### config.mk
export PLATFORM = sky130hd
export DESIGN_NAME = sbox_sched
export DESIGN_NICKNAME = d
export VERILOG_FILES = /design/src/rtl/sbox_sched.sv
export SDC_FILE = /design/constraint.sdc
export NUM_CORES = 1
export LEC_CHECK = 0
export BUFFER_PORTS_ARGS = -buffer_cell sky130_fd_sc_hd__buf_4
export CAP_MARGIN = 20
export CORE_UTILIZATION = 52
export DETAILED_ROUTE_END_ITERATION = 7
export PLACE_DENSITY = 0.9
export SYNTH_ARGS = -nofsm -noshare
export SYNTH_HDL_FRONTEND = slang
export SYNTH_SLANG_ARGS = --single-unit
export TNS_END_PERCENT = 1
### constraint.sdc
create_clock -name clk -period 4.3 [get_ports clk]
set_clock_uncertainty 0.2 [all_clocks]
set_input_delay 0.645 -clock clk [delete_from_list [all_inputs] [get_ports clk]]
set_output_delay 0.645 -clock clk [all_outputs]
set_load 0.01 [all_outputs]
### src/rtl/sbox_sched.sv
// Time-shared S-box scheduler: arbitrates round and key jobs onto a bank of
// pipelined S-box lanes and reassembles the returned bytes per requester.
module sbox_sched #(
    parameter int LANES    = 4,
    parameter int SBOX_LAT = 2
) (
    input  logic               clk,
    input  logic               rst_n,
    input  logic               rnd_req,
    input  logic               rnd_inv,
    input  logic [127:0]       rnd_state,
    output logic               rnd_gnt,
    output logic               rnd_done,
    output logic [127:0]       rnd_result,
    input  logic               key_req,
    input  logic [31:0]        key_word,
    output logic               key_gnt,
    output logic               key_done,
    output logic [31:0]        key_result,
    output logic               sb_vld,
    output logic               sb_inv,
    output logic [8*LANES-1:0] sb_in,
    input  logic [8*LANES-1:0] sb_out
);
    localparam int BW        = 8 * LANES;
    localparam int RND_BEATS = 16 / LANES;
    localparam int KEY_BEATS = 4 / LANES;

    generate
        if (LANES != 1 && LANES != 2 && LANES != 4) begin : g_bad_lanes
            $error("sbox_sched: LANES must be 1, 2 or 4");
        end
        if (SBOX_LAT < 1) begin : g_bad_lat
            $error("sbox_sched: SBOX_LAT must be at least 1");
        end
    endgenerate

    typedef enum logic [1:0] {IDLE, ISSUE, DRAIN} state_t;

    state_t              state;
    logic                last_rnd;
    logic                job_key;
    logic                job_inv;
    logic [3:0]          beat;
    logic [3:0]          last_beat;
    logic [3:0]          sb_idx;
    logic [127:0]        job_data;
    logic [BW-1:0]       beat_word;
    logic [BW-1:0]       first_word;
    logic                capture;
    logic                pick_key;
    logic                last_ret;
    logic [SBOX_LAT-1:0] ret_vld_p;
    logic [3:0]          ret_idx_p [SBOX_LAT];

    // Key wins a tie only when round was served last.
    always_comb begin
        capture    = (state == IDLE) && (rnd_req || key_req);
        pick_key   = key_req && (!rnd_req || last_rnd);
        first_word = pick_key ? key_word[BW-1:0] : rnd_state[BW-1:0];
        last_ret   = (state == DRAIN) && ret_vld_p[SBOX_LAT-1]
                     && (ret_idx_p[SBOX_LAT-1] == last_beat);
    end

    always_comb begin
        beat_word = '0;
        for (int k = 0; k < RND_BEATS; k++) begin
            if (beat == 4'(k)) beat_word = job_data[BW*k +: BW];
        end
    end

    // Job buffer carries data only; the control path decides when it is read.
    always_ff @(posedge clk) begin
        if (capture) job_data <= pick_key ? {96'b0, key_word} : rnd_state;
    end

    // Beat 0 is taken straight from the inputs so it issues alongside the grant.
    always_ff @(posedge clk or negedge rst_n) begin
        if (!rst_n) begin
            state     <= IDLE;
            last_rnd  <= 1'b1;
            job_key   <= 1'b0;
            job_inv   <= 1'b0;
            beat      <= '0;
            last_beat <= '0;
            sb_idx    <= '0;
            rnd_gnt   <= 1'b0;
            key_gnt   <= 1'b0;
            rnd_done  <= 1'b0;
            key_done  <= 1'b0;
            sb_vld    <= 1'b0;
            sb_inv    <= 1'b0;
            sb_in     <= '0;
        end else begin
            rnd_gnt  <= 1'b0;
            key_gnt  <= 1'b0;
            rnd_done <= 1'b0;
            key_done <= 1'b0;
            sb_vld   <= 1'b0;
            sb_inv   <= 1'b0;
            sb_in    <= '0;
            case (state)
                IDLE: begin
                    if (capture) begin
                        job_key   <= pick_key;
                        job_inv   <= !pick_key && rnd_inv;
                        last_rnd  <= !pick_key;
                        rnd_gnt   <= !pick_key;
                        key_gnt   <= pick_key;
                        sb_vld    <= 1'b1;
                        sb_inv    <= !pick_key && rnd_inv;
                        sb_in     <= first_word;
                        sb_idx    <= '0;
                        beat      <= 4'd1;
                        last_beat <= pick_key ? 4'(KEY_BEATS - 1) : 4'(RND_BEATS - 1);
                        state     <= (pick_key && KEY_BEATS == 1) ? DRAIN : ISSUE;
                    end
                end
                ISSUE: begin
                    sb_vld <= 1'b1;
                    sb_inv <= job_inv;
                    sb_in  <= beat_word;
                    sb_idx <= beat;
                    beat   <= beat + 4'd1;
                    if (beat == last_beat) state <= DRAIN;
                end
                DRAIN: begin
                    if (last_ret) begin
                        rnd_done <= !job_key;
                        key_done <= job_key;
                        state    <= IDLE;
                    end
                end
                default: state <= IDLE;
            endcase
        end
    end

    // Return pipeline: the beat index rides with sb_vld for SBOX_LAT cycles.
    always_ff @(posedge clk or negedge rst_n) begin
        if (!rst_n) begin
            ret_vld_p  <= '0;
            for (int k = 0; k < SBOX_LAT; k++) ret_idx_p[k] <= '0;
            rnd_result <= '0;
            key_result <= '0;
        end else begin
            ret_vld_p[0] <= sb_vld;
            ret_idx_p[0] <= sb_idx;
            for (int k = 1; k < SBOX_LAT; k++) begin
                ret_vld_p[k] <= ret_vld_p[k-1];
                ret_idx_p[k] <= ret_idx_p[k-1];
            end
            if (ret_vld_p[SBOX_LAT-1]) begin
                if (job_key) begin
                    for (int k = 0; k < KEY_BEATS; k++) begin
                        if (ret_idx_p[SBOX_LAT-1] == 4'(k)) key_result[BW*k +: BW] <= sb_out;
                    end
                end else begin
                    for (int k = 0; k < RND_BEATS; k++) begin
                        if (ret_idx_p[SBOX_LAT-1] == 4'(k)) rnd_result[BW*k +: BW] <= sb_out;
                    end
                end
            end
        end
    end

endmodule

After elaboration in Yosys (flattened, before gate mapping) --
Cells that the tools add are included.
Storage, ports and cells: register bits after elaboration 353, output and inout bits 198, word-level logic and storage cells 91
Cells by class: add/sub/neg operators 1, bitwise logic cells 1, reductions and logical operators 22, equality and inequality tests 13, muxes and demuxes 30
Operators with widths (count):
- two-way mux 32 bit | 7
- case mux 32 bit (2 select lines) | 1
- AND reduction 3 bit | 6
- equality test 4 x 2 -> 1 bit, second input constant | 4
- case mux 4 bit (2 select lines) | 2
- two-way mux 1 bit | 10
- two-way mux 2 bit | 5
- equality test 4 x 1 -> 1 bit, second input constant | 2
- equality test 4 bit | 2
- zero test 4 bit | 2
- two-way mux 4 bit | 2
- != test 2 bit, second input constant | 3
- case mux 2 bit (3 select lines) | 1
- logical AND 1 bit | 5
- adder 4 x 1 -> 4 bit, second input constant | 1
- case mux 1 bit (2 select lines) | 2
- AND reduction 2 bit | 2
- zero test 1 bit | 3
- equality test 2 x 1 -> 1 bit, second input constant | 1
- equality test 2 bit, second input constant | 1
- zero test 2 bit | 1
- logical OR 1 bit | 2
- nonzero test 2 bit | 1
- inverter 1 bit | 1

Depth between registers and ports, before layout --
Gate-level depths: netlist (run 1).
depth after elaboration 7, gate-level depth with buffers 8, mapped depth without buffers 6

Worst setup path after synthesis (run 1) --
No wires, ideal clock.
path kind flip-flop to flip-flop, start point register state[0], end point register job_data[0] (enable), arrival 2.486 ns, path buffers 1, cell stages (with the launch flop) 5, path slack 1.181 ns, clock period less this slack 3.119 ns, setup time 0.433 ns, path through dfrtp_1 -> nor2_1 -> o21ai_2 -> inv_2 -> buf_2
Between the ends: cells in the longest elaborated chain, start to end 2
RTL lines:
- from (decl) | RTL line 40 | state_t state;
- from (signal assigned) | RTL line 116 | state <= (pick_key && KEY_BEATS == 1) ? DRAIN : ISSUE;
- zero test 2 bit | RTL line 58 | capture = (state == IDLE) && (rnd_req || key_req);
- logical AND 1 bit | RTL line 58
- to (signal assigned) | RTL line 74 | if (capture) job_data <= pick_key ? {96'b0, key_word} : rnd_state;
- to (decl) | RTL line 47 | logic [127:0] job_data;
Every way passes these cells. A chain may end at the register's enable or synchronous reset.

Worst setup path after layout (run 1) --
start point register state[0], end point register job_data[43] (enable)
Same word-level chain as after synthesis.

==> results.json, run 1 <==
{
  "r2r_start": "state[0]$_DFFE_PN0P_",
  "final.period_utilization": 0.678,
  "fin_area_sq_mm": 0.0185,
  "synth_top_cell_by_area": "dfrtp_1",
  "synth_warnings": 0,
  "synth-edff-count": 128,
  "clockRootBuffer": "clkbuf_16",
  "async_flop_share": 0.634,
  "die_h_um": 167,
  "outcome": "completed",
  "r2r_end": "job_data[43]$_SDFFCE_PN0N_",
  "ff2ff_setup_slack_ns": 1.38,
  "irDropWorstVdd_mv": 0.409,
  "dieArea_sq_mm": 0.0278,
  "rsz0062_at_grt": "false",
  "clock_latency_ns": 0.51,
  "row_count": 59,
  "antenna_found_initial": 0,
  "grt_use_total": 0.258,
  "syn-num-nets": 1103,
  "grt_max_degree": 110,
  "holdPathStages": 0,
  "post-dp-hpwl_um": 24000,
  "p_leak_nw": 8.11,
  "routed_via_density": 5.65,
  "wire_per_inst_um": 21.6,
  "p_per_area_mw_per_mm2": 737,
  "clock_sinks": 350,
  "synth_cells": 902,
  "drc": 0,
  "cts_buffers": 36,
  "ys_top_cells_by_area": "dfrtp_1, edfxtp_1, mux2_1",
  "drv_slew": 0,
  "drtIter0Drc": 707,
  "ant_nets": 0,
  "maxCapViolCount": 0,
  "h-tree-depth": 2,
  "dp_slack_ns": 1.37,
  "clock_path_buffers": 3,
  "grt_pass1_vias": 9683,
  "worst_slack_ns": 1.38,
  "critPathCapture": "job_data[43]$_SDFFCE_PN0N_",
  "finalSetupViolations": 0,
  "fin_nets": 1491,
  "cts_tree": "done",
  "vias": 9313,
  "critPathRequiredTime_ns": 4.23,
  "clkTransAtPathRegs_ns": 0.06,
  "antenna_cells": 0,
  "final_cell_mix": "buf_4, dfrtp_1, edfxtp_1",
  "tns_ns": 0,
  "grt_pass1_wl_um": 55400,
  "crit_fanout": 100,
  "worstPathArrival_ns": 2.85,
  "synth_ff_type": "dfrtp_1",
  "placedInstanceArea_sq_mm": 0.0173,
  "fmax_ghz": 0.343,
  "design.core.area_sq_mm": 0.0264,
  "dp.cells": 1586,
  "port_buffers": 394,
  "holdWs_ns": 0.145,
  "critPathKind": "flip-flop to flip-flop",
  "ys_ff_latch": 350,
  "ys_seq_area_frac": 0.666,
  "crit_start": "state[0]$_DFFE_PN0P_",
  "synth_cell_types": 45,
  "yosysTopAreaCellShare": 0.392,
  "period_needed_ns": 2.92,
  "maxSlewHeadroom": 0.346,
  "netlist_area_sq_mm": 0.0141,
  "syn_to_final_growth_pct": 30.8,
  "worst_pin_slew_ns": 0.981,
  "hp-class": "flip-flop to flip-flop",
  "fp.dieW_um": 167,
  "drive_above_1_share": 0.432,
  "start_kind": "flip-flop",
  "post-cts-setup-buffers": 0,
  "grt.overflow.total": 0,
  "crit_path_end_kind": "flip-flop",
  "start_util": 0.535,
  "syn_area_per_cell_sq_um": 15.6,
  "drt_first_pass_iters": 5,
  "final_cells": 1649,
  "final-hold-violation-count": 0,
  "routed_wl_um": 35700,
  "r2r_cells": 4,
  "final_common_cell": "buf_4",
  "place_congestion": 0.811,
  "io-pin-count": 395
}
-- what timing repair did --
action,CTS,global route
setup endpoints to repair,0,0
endpoints found under the hold margin,3,0
resized for setup,0,0
hold buffers,1,0
-- worst max-delay path, cell delays in order (launching register included) --
cell and delay, ns:
dfrtp_1 0.45, nor2_1 0.23, o21ai_2 0.18, inv_6 0.63
buf_4 0.72
-- how the worst min path moves through the flow --
stage | start | endpoint
final | ret_vld_p[0]$_DFF_PN0_ | ret_vld_p[1]$_DFF_PN0_
after global routing | ret_idx_p[4]$_DFF_PN0_ | ret_idx_p[0]$_DFF_PN0_
after CTS | key_req | last_rnd$_DFFE_PN1P_
after detailed placement | ret_idx_p[7]$_DFF_PN0_ | ret_idx_p[3]$_DFF_PN0_
after global placement | ret_idx_p[7]$_DFF_PN0_ | ret_idx_p[3]$_DFF_PN0_
after floorplan | ret_idx_p[4]$_DFF_PN0_ | ret_idx_p[0]$_DFF_PN0_
-- per-layer routing --
metal | up-vias | global-route usage | routed length [um]
li1 | 4090 | - | -
met1 | 4702 | 0.313 | 13800
met2 | 448 | 0.457 | 18200
met3 | 73 | 0.0558 | 2630
met4 | 0 | 0.0866 | 1080
met5 | - | 0 | 0
-- through the flow --
stage	utilization	power [mW]
after floorplan	-	8.19
after global placement	0.656	10.4
after detailed placement	0.657	10.6
after CTS	0.700	13.7
after global routing	0.700	14.2
final	0.700	13.6
-- cells in the mapped netlist (all sizes together), types with 6 or more instances --
cell type  count
a211oi        16
a221oi        15
inv            6
mux2         192
and2          97
buf           28
o21ai          7
clkbuf        30
a21oi          6
nand2         29
o2bb2ai       31
edfxtp       128
nor2          24
dfrtp        221
nand3          6
o221ai        31
-- registers in the layout (all words and copies together) (netlist names), 2 cells and up --
signal and count:
ret_vld_p 2, beat 4, sb_in 32, key_result 32
state 2, sb_idx 4, rnd_result 128, ret_idx_p 8
job_data 128
-- logic make-up after synthesis --
family                     Yosys count  share of synthesized area
muxes                              192                      0.169
xor gates and xnor gates             1                   0.000621
adders and majority gates            4                    0.00355
buffers and inverters               64                     0.0249
and+or+nand+nor                    176                     0.0692
AOI/OAI and AO/OA                  115                     0.0663
DFF                                350                      0.666
-- cell type report --
type                            count  area [sq um]
Timing Repair Buffer              408          3100
Sequential cell                   350          9400
Clock buffer                       56          1080
Multi-Input combinational cell    488          4370
Fill cell                        1659          7900
Tap cell                          335           419
Inverter                            6          27.5
Clock inverter                      6          58.8
-- power breakdown --
group	internal, mW	switching (mW)	total, mW
logic	2.43	2.46	4.89
registers	5.03	0.685	5.71
clock network	1.78	1.23	3.00
total	9.23	4.37	13.6
(Power assumes the default switching activity.)
==> run 2: changes to the inputs <==
Clock period 4.3 ns to 2.89 ns, I/O delays scaled along.
==> results.json, run 2 (synthesized netlist as in run 1, its figures left out) <==
{
  "top_usage_layer": "met2",
  "tns_ns": 0,
  "antenna_found_initial": 0,
  "p_leak_nw": 8.69,
  "critPathKind": "flip-flop to flip-flop",
  "worstPathArrival_ns": 2.86,
  "crit_path_end_kind": "flip-flop",
  "io-pin-count": 395,
  "rsz0062_at_grt": "false",
  "post-cts-setup-buffers": 0,
  "fin_nets": 1611,
  "antenna_cells": 0,
  "post-dp-hpwl_um": 25700,
  "outcome": "completed",
  "period_needed_ns": 2.68,
  "routed_via_density": 5.84,
  "wire_per_inst_um": 24.4,
  "grt_max_degree": 98,
  "clock_path_buffers": 3,
  "die_h_um": 167,
  "grt_use_total": 0.311,
  "met2_usage": 0.552,
  "fp.dieW_um": 167,
  "final-seq-area_sq_mm": 0.00940,
  "reg_top3": "job_data (128), rnd_result (128)",
  "grt.overflow.total": 0,
  "final.period_utilization": 0.926,
  "r2r_end": "sb_in[19]$_DFF_PN0_",
  "final-hold-violation-count": 0,
  "vias": 10300,
  "p_per_area_mw_per_mm2": 1080,
  "drv_slew": 0,
  "clock_latency_ns": 0.54,
  "grt_pass1_vias": 11100,
  "clkTransAtPathRegs_ns": 0.07,
  "maxSlewHeadroom": 0.532,
  "drive_above_1_share": 0.407,
  "gr-usage-met3": 0.0623,
  "place_congestion": 0.787,
  "fin_area_sq_mm": 0.0198,
  "final_common_cell": "buf_4",
  "holdPathStages": 2,
  "ant_nets": 0,
  "multiInputGateArea_sq_mm": 0.00437,
  "min_to": "job_data[47]$_SDFFCE_PN0N_",
  "irDropWorstVdd_mv": 0.742,
  "worst_pin_slew_ns": 0.702,
  "port_buffers": 394,
  "r2r_start": "beat[0]$_DFFE_PN0P_",
  "placedInstanceArea_sq_mm": 0.0174,
  "drc": 0,
  "hp-class": "input pin to flip-flop",
  "start_kind": "flip-flop",
  "drt_first_pass_iters": 5,
  "finalSetupViolations": 0,
  "clockRootBuffer": "clkbuf_16",
  "cts_buffers": 37,
  "crit_fanout": 19,
  "design.core.area_sq_mm": 0.0264,
  "groute.layer.met1.usage": 0.358,
  "grt_pass1_wl_um": 65800,
  "h-tree-depth": 2,
  "row_count": 59,
  "final_cell_mix": "buf_4, dfrtp_1, edfxtp_1",
  "cts_tree": "done",
  "ff2ff_setup_slack_ns": 0.21,
  "r2r_cells": 6,
  "syn_to_final_growth_pct": 40.4,
  "critPathRequiredTime_ns": 3.07,
  "drtIter0Drc": 834,
  "fmax_ghz": 0.374,
  "maxCapViolCount": 0,
  "fillerInstances": 1369,
  "dieArea_sq_mm": 0.0278,
  "routed_wl_um": 43200,
  "start_util": 0.535,
  "clock_sinks": 350,
  "min_from": "rnd_state[47]"
}
-- run 2: changes by cell type in the layout (fill, tap and decap cells not counted) --
cell,change
clkinvlp_4,+2
buf_4,+3
clkinv_4,-1
inv_16,+1
clkbuf_16,+2
clkbuf_8,-3
buf_12,+6
dlygate4sd3_1,+110
clkinv_2,+4
clkbuf_1,-4
bufinv_16,+2
clkinv_8,+1
-- run 2: worst max-delay path, cell delays in order, from the launching register on --
cell and delay [ns]:
dfrtp_1 0.48, inv_1 0.14, ha_1 0.25, or2_1 0.47, buf_4 0.34, a211oi_1 0.43, o2bb2ai_1 0.21
-- run 2: power by group --
group,internal [mW],leakage [nW],switching [mW]
clock network,2.89,0.615,2.01
logic,3.83,4.13,3.94
registers,7.48,3.95,1.18
total,14.2,8.69,7.14
-- run 2: stage by stage --
stage / instances / power (mW) / setup slack (ns) / hold slack (ns) / util
CTS: 1767 / 21.1 / 0.348 / 0.000168 / 0.750
finish: 1772 / 21.3 / 0.213 / 0.0123 / 0.752
global route: 1772 / 22.2 / 0.216 / 0.000704 / 0.752
detailed placement: 1595 / 16.0 / 0.556 / 0.136 / 0.662
floorplan: 902 / 12.2 / 0.465 / -0.0621 / -
global placement: 1594 / 15.6 / 0.556 / 0.134 / 0.662
-- run 2: area by class of cell --
cell class / count / share of cell area
Tap cell: 335 / 0.0212
Timing Repair Buffer: 527 / 0.219
Sequential cell: 350 / 0.475
Inverter: 6 / 0.00139
Clock buffer: 51 / 0.0541
Multi-Input combinational cell: 488 / 0.221
Clock inverter: 15 / 0.00916
-- run 2: per-layer routing --
layer | part of all wire | routed length, um
met1 | 0.35 | 15300
met2 | 0.51 | 22200
met3 | 0.081 | 3490
met4 | 0.053 | 2300
met5 | 0 | 0
-- run 2: worst max path at each step --
stage                               from                     to  slack (ns)  depth (start not counted)
detailed placement   beat[0]$_DFFE_PN0P_    sb_in[19]$_DFF_PN0_        0.56                          6
CTS                  beat[0]$_DFFE_PN0P_    sb_in[19]$_DFF_PN0_        0.35                          6
global route         beat[0]$_DFFE_PN0P_    sb_in[19]$_DFF_PN0_        0.22                          6
finish               beat[0]$_DFFE_PN0P_    sb_in[19]$_DFF_PN0_        0.21                          6
floorplan           state[0]$_DFFE_PN0P_  job_data[0]$_DFFE_PN_        0.46                          4
global placement     beat[0]$_DFFE_PN0P_     sb_in[3]$_DFF_PN0_        0.56                          5
-- run 2: repair_timing --
| item | CTS | global route |
|---|---|---|
| hold buffers | 106 | 5 |
| endpoints found under the hold margin | 262 | 5 |
| gates resized for setup | 0 | 0 |
==> run 3: changes to the inputs <==
Settings changed: CORE_UTILIZATION 52 to 54, CTS_BUF_LIST set to sky130_fd_sc_hd__clkbuf_4 sky130_fd_sc_hd__clkbuf_8, CTS_CLUSTER_DIAMETER set to 50, PLACE_DENSITY 0.9 to 0.83.
==> results.json, run 3 (synthesized netlist as in run 1, its figures left out) <==
{
  "r2r_cells": 6,
  "drt_first_pass_iters": 5,
  "final_common_cell": "buf_4",
  "fin_area_sq_mm": 0.0206,
  "ant_nets": 0,
  "io-pin-count": 395,
  "period_needed_ns": 2.71,
  "clock_sinks": 350,
  "drv_slew": 0,
  "rsz0062_at_grt": "false",
  "cts_tree": "done",
  "placedInstanceArea_sq_mm": 0.0174,
  "drive_above_1_share": 0.396,
  "grt_pass1_wl_um": 65500,
  "total_power_mw": 20.7,
  "grt_use_total": 0.327,
  "final_cell_mix": "buf_4, dfrtp_1, dlygate4sd3_1",
  "start_kind": "flip-flop",
  "routed_wl_um": 43900,
  "dp_slack_ns": 0.557,
  "fmax_ghz": 0.369,
  "p_per_area_mw_per_mm2": 1010,
  "reg_top3": "job_data (128), rnd_result (128)",
  "antenna_found_initial": 0,
  "final.period_utilization": 0.937,
  "crit_fanout": 32,
  "clock_latency_ns": 0.62,
  "holdPathStages": 3,
  "h-tree-depth": 2,
  "die_h_um": 164,
  "ctsHoldBuffers": 199,
  "tns_ns": 0,
  "finalSetupViolations": 0,
  "clockRootBuffer": "clkbuf_8",
  "grt_pass1_vias": 11300,
  "fin_nets": 1721,
  "worst_pin_slew_ns": 0.791,
  "worstPathArrival_ns": 2.96,
  "p_leak_nw": 9.04,
  "routed_via_density": 5.67,
  "critPathRequiredTime_ns": 3.15,
  "post-dp-hpwl_um": 24400,
  "drtIter0Drc": 933,
  "vias": 10700,
  "start_util": 0.555,
  "design.core.area_sq_mm": 0.0254,
  "grt_max_degree": 98,
  "clock_path_buffers": 3,
  "fp.dieW_um": 164,
  "grt.overflow.total": 0,
  "syn_to_final_growth_pct": 45.7,
  "dieArea_sq_mm": 0.0268,
  "row_count": 58,
  "post-cts-setup-buffers": 0,
  "port_buffers": 394,
  "outcome": "completed",
  "maxCapViolCount": 0,
  "cts.repair.resized": 0,
  "irDropWorstVdd_mv": 0.707,
  "place_congestion": 0.850,
  "final-hold-violation-count": 0,
  "crit_path_end_kind": "flip-flop",
  "drc": 0,
  "critPathKind": "flip-flop to flip-flop",
  "hp-class": "input pin to flip-flop",
  "worst_slack_ns": 0.182,
  "cts_buffers": 55,
  "wire_per_inst_um": 23.2,
  "maxSlewHeadroom": 0.473,
  "clkTransAtPathRegs_ns": 0.07
}
run 3: worst max-delay path, stage by stage, from the launching register on:
cell           delay, ns
dfstp_2             0.54
nand2b_1            0.16
and2_2              0.25
buf_12              0.28
mux2_4              0.35
dlygate4sd3_1       0.60
o2bb2ai_1           0.19
run 3: metrics by stage:
stage                      util  hold WS (ns)  cells
after floorplan               -       -0.0621    902
after global placement    0.687         0.133   1592
after detailed placement  0.687         0.136   1592
after CTS                 0.808      0.000490   1890
after global routing      0.809        0.0249   1892
final                     0.809        0.0353   1893
run 3: worst paths after layout:
check                                             from                         end  slack (ns)
max in group asynchronous                        rst_n        last_rnd$_DFFE_PN1P_        1.42
worst min-delay path                       key_word[2]          sb_in[2]$_DFF_PN0_        0.04
min in group asynchronous                        rst_n  rnd_result[77]$_DFFE_PN0P_        0.24
worst max-delay path              last_rnd$_DFFE_PN1P_         sb_in[21]$_DFF_PN0_        0.18
worst max register to register    last_rnd$_DFFE_PN1P_         sb_in[21]$_DFF_PN0_        0.18
worst min register to register  ret_idx_p[5]$_DFF_PN0_      ret_idx_p[1]$_DFF_PN0_        0.14
run 3: final cells by class:
class                           instances  area [sq um]
Sequential cell                       350          9400
Timing Repair Buffer                  619          5250
Fill cell                            1271          4850
Multi-Input combinational cell        488          4370
Clock buffer                           84          1010
Tap cell                              330           413
Clock inverter                         15          83.8
Inverter                                6          27.5
Antenna cell                            1          2.50
run 3: where the power goes:
group          switching (mW)  internal (mW)  leakage, nW
Sequential               1.12           7.47         3.95
Combinational            3.92           3.96         4.51
Clock                    2.02           2.23        0.578
run 3: per-layer routing:
layer / vias to the layer above / share of wire / global-route usage
li1: 4562 / - / -
met1: 5359 / 0.35 / 0.377
met2: 668 / 0.51 / 0.571
met3: 143 / 0.085 / 0.0698
met4: 0 / 0.054 / 0.176
met5: - / 0 / 0
